`src/rtl/led_pattern_seq.sv`:
```
// LED pattern sequencer: walk-left, walk-right, bounce and binary count,
// advanced by edges of an asynchronous slow tick and gated by ENABLE.
module led_pattern_seq #(
  parameter int WIDTH = 8
) (
  input  logic             CLOCK,
  input  logic             RESET,
  input  logic             TICK_IN,
  input  logic             ENABLE,
  input  logic [1:0]       MODE,
  output logic [WIDTH-1:0] LED,
  output logic             STEP_PULSE
);

  typedef enum logic [1:0] {
    MODE_LEFT  = 2'b00,
    MODE_RIGHT = 2'b01,
    MODE_BOUNCE = 2'b10,
    MODE_COUNT = 2'b11
  } mode_e;

  typedef enum logic {
    DIR_UP   = 1'b0,
    DIR_DOWN = 1'b1
  } dir_e;

  localparam logic [WIDTH-1:0] LED_BIT0 = WIDTH'(1);
  localparam logic [WIDTH-1:0] LED_MSB  = {1'b1, {(WIDTH-1){1'b0}}};

  logic  s1, s2, s3;
  logic  tick;
  mode_e mode_q;
  dir_e  dir_q;

  function automatic logic [WIDTH-1:0] rot_left(input logic [WIDTH-1:0] x);
    return {x[WIDTH-2:0], x[WIDTH-1]};
  endfunction

  function automatic logic [WIDTH-1:0] rot_right(input logic [WIDTH-1:0] x);
    return {x[0], x[WIDTH-1:1]};
  endfunction

  function automatic logic [WIDTH-1:0] start_value(input mode_e m);
    case (m)
      MODE_LEFT:   return LED_BIT0;
      MODE_RIGHT:  return LED_MSB;
      MODE_BOUNCE: return LED_BIT0;
      default:     return '0;
    endcase
  endfunction

  // Synchronizer flops reset high so a level already high at release is not an edge.
  assign tick = s2 & ~s3;

  always_ff @(posedge CLOCK) begin
    if (RESET) begin
      s1         <= 1'b1;
      s2         <= 1'b1;
      s3         <= 1'b1;
      LED        <= LED_BIT0;
      STEP_PULSE <= 1'b0;
      mode_q     <= MODE_LEFT;
      dir_q      <= DIR_UP;
    end else begin
      s1 <= TICK_IN;
      s2 <= s1;
      s3 <= s2;
      STEP_PULSE <= 1'b0;
      if (tick && ENABLE) begin
        STEP_PULSE <= 1'b1;
        if (mode_e'(MODE) != mode_q) begin
          // A mode change consumes the step to load the new start value.
          mode_q <= mode_e'(MODE);
          LED    <= start_value(mode_e'(MODE));
          dir_q  <= DIR_UP;
        end else begin
          case (mode_q)
            MODE_LEFT:  LED <= rot_left(LED);
            MODE_RIGHT: LED <= rot_right(LED);
            MODE_BOUNCE: begin
              if (dir_q == DIR_UP) begin
                LED <= LED << 1;
                if (LED[WIDTH-2]) dir_q <= DIR_DOWN;
              end else begin
                LED <= LED >> 1;
                if (LED[1]) dir_q <= DIR_UP;
              end
            end
            default:    LED <= LED + WIDTH'(1);
          endcase
        end
      end
    end
  end

endmodule

```
`config.mk`:
```
export PLATFORM = sky130hd
export DESIGN_NAME = led_pattern_seq
export DESIGN_NICKNAME = d
export VERILOG_FILES = /design/src/rtl/led_pattern_seq.sv
export SDC_FILE = /design/constraint.sdc
export NUM_CORES = 1
export LEC_CHECK = 0
export ABC_AREA = 1
export BUFFER_PORTS_ARGS = -buffer_cell sky130_fd_sc_hd__buf_4
export CAP_MARGIN = 30
export CORE_MARGIN = 2
export CORE_UTILIZATION = 49
export CTS_CLUSTER_DIAMETER = 150
export DETAILED_ROUTE_END_ITERATION = 8
export HOLD_SLACK_MARGIN = 0.03
export PLACE_DENSITY_LB_ADDON = 0.05
export SKIP_CTS_REPAIR_TIMING = 1
export SLEW_MARGIN = 10
export SYNTH_ARGS = -nofsm -noshare
export SYNTH_HDL_FRONTEND = slang
export SYNTH_SLANG_ARGS = --single-unit
export TNS_END_PERCENT = 20
```
`constraint.sdc`:
```
create_clock -name CLOCK -period 1.05 [get_ports CLOCK]
set_input_delay 0.105 -clock CLOCK [delete_from_list [all_inputs] [get_ports CLOCK]]
set_output_delay 0.105 -clock CLOCK [all_outputs]
set_load 0.005 [all_outputs]
```
==> impl_metrics.toml <==
[detailed_routing]
routedWlPerCell_um = 12.6
vias = 1124
firstDrtPassIters = 6
wl_mm = 2.71
drc = 0
vias_per_cell = 5.23
ant_nets = 0
drtIter0Drc = 34

[floorplan]
die_area_um2 = 2310
pin_count = 15
die_h_um = 48.1
fp.coreArea_um2 = 1780
die_w_um = 48.1
start_util = 0.535
rows = 15

[synthesis]
synth_edf_count = 0
synth_top_cell_area_share = 0.315
syn-num-nets = 157
syn-mean-instance-area_um2 = 6.36
synth_top_area_cell = "dfxtp_1"
netlist_area_um2 = 953
syn_inst = 150
synthTopCellsByArea = "dfxtp_1, nand2_1, nand3_1"
synth_flop_cell = "dfxtp_1"
ys.warnings.count = 0
ys_seq_area_frac = 0.315
synthArstFlopShare = 0
yosys_register_bits = 15
synth_cell_type_count = 22

[layout]
fin_util = 0.750
fillers = 130
diodes = 0
final_common_cell = "nand2_1"
finalNetCount = 198
drive_above_1_share = 0.379
instances_no_fill = 215
final_cell_mix = "nand2_1, buf_4, nand3_1"
area_delta_synth_final_pct = 40.3

[setup_path]
r2r_start = "s2"
startpoint_type = "flip-flop"
reg2reg_depth = 8
cp.required_ps = 1290
end_kind = "flip-flop"
worstSetupPathType = "reg2reg"
crit_arrival_ps = 1530
rr_endpoint = "LED[2]"
cp_max_fo = 5
rrSetupSlack_ps = -240

[sta]
finalCritPeriodShare = 1.23
finClkSkew_ps = 3.62
fmax_ghz = 0.773
drv_slew = 0
period_minus_slack_ps = 1290
tightest_slew_ps = 207
setup_slack_ps = -243
rsz0062_at_grt = "yes"
hold_viol_final = 0
slew_headroom = 0.861
setup_viol = 13

[run_status]
status = "finished, violations left"
violations = "negative setup slack"

[min_path]
hold_end = "mode_q[1]"
min_from = "MODE[1]"
hold_path_class = "in2reg"
hold_depth = 3

[global_route]
grt_max_degree = 16
gr-total-overflow = 0
grt_antenna_before_repair = 0
grt_pass1_wl_mm = 3.97
grt_pass1_vias = 918
grt_usage = 0.251

[pwr]
internal_power_w = 0.000760
combPwrFrac = 0.090
ir_drop_v = 0.000681
p_total_w = 0.00104
p_leak_nw = 0.571
p_sw_frac = 0.267
p_per_area_nw_per_um2 = 775
power_frac_clock = 0.350
seqPwrFrac = 0.559
p_switching_w = 0.000277

[clock_network]
clkTransAtPathRegs_ps = 100
max-clock-path-buffers = 2
cts_tree = "done"
clk_latency_ps = 300
h-tree-depth = 1
numCtsBuffers = 3
cts.sinks = 15
cts-root-buf = "clkbuf_4"

[placement]
post-place-cells = 206
place_congestion = 0.856
numPortBuffers = 14
hpwlAfterDp_mm = 1.97

[run]
cap_violations = 0
-- per-layer routing --
metal,routed length [um],share of wire,up-vias,track usage
met2,1350,0.50,43,0.411
met1,1190,0.44,508,0.336
li1,-,-,567,-
met4,40,0.015,0,0.0811
met3,136,0.050,6,0.0444
met5,0,0,-,0
-- Yosys cell counts, types with 2 or more instances --
master,n
a21oi_1,9
nand2_2,2
dfxtp_1,15
or2_2,3
nor2_1,10
o21ai_0,13
inv_2,4
nand2_1,43
o211ai_1,3
nand3_1,18
inv_1,16
nor2_4,2
buf_6,2
nor2_2,2
-- cells by family (layout without fill, tap and decap cells) --
family	count (synthesis)	count (layout)	synth area share
AOI/OAI and AO/OA	28	28	0.161
xor gates and xnor gates	2	2	0.0263
adders and majority gates	1	1	0.0131
buffers and inverters	23	63	0.106
DFF	15	15	0.315
and+or+nand+nor	81	81	0.378
-- registers in the layout, indices dropped and copies added, names as in the netlist --
name / count
dir_q: 1
s1: 1
LED: 8
s3: 1
s2: 1
mode_q: 2
STEP_PULSE: 1
-- through the flow --
stage                     cell area [um^2]  setup TNS [ps]  hold WS (ps)  setup slack (ps)
after CTS                             1260           -2360         -19.7              -312
after floorplan                        975           -78.6           201             -23.5
final                                 1340           -1930          47.3              -243
after global routing                  1340           -2710          56.9              -319
after global placement                1230           -1700           292              -246
after detailed placement              1230           -1950           293              -283
-- worst max-delay path: stages, from the launching register on --
cell	delay, ps
dfxtp_2	340
nand2_2	60
nor2_4	130
clkinvlp_4	160
nor2_4	180
inv_1	50
nor2_1	130
nor2_1	80
nor2_1	100
-- power groups by stage --
stage	sequential, W	clock (W)	combinational [W]
global placement	0.000591	0	0.0000814
detailed placement	0.000592	0	0.0000839
global route	0.000581	0.000375	0.000102
finish	0.000580	0.000363	0.0000938
floorplan	0.000590	0	0.0000468
CTS	0.000579	0.000364	0.0000843
-- cell type report --
class / count / area (um^2) / area share
repair buffers: 39 / 303 / 0.226
multi-input cells: 112 / 584 / 0.437
inverters: 20 / 78.8 / 0.0589
flip-flops and latches: 15 / 313 / 0.234
well taps: 25 / 31.3 / 0.0234
clock inverters: 1 / 5.00 / 0.00374
clock buffers: 3 / 22.5 / 0.0168
-- worst max path at each step --
stage	startpoint	end	cells after the start
4_1_cts	mode_q[1]	LED[2]	7
2_1_floorplan	mode_q[1]	LED[2]	8
5_1_grt	s2	LED[2]	8
3_3_place_gp	mode_q[1]	LED[2]	7
3_5_place_dp	mode_q[1]	LED[2]	7
6_report	s2	LED[2]	8
(Power assumes the default switching activity.)
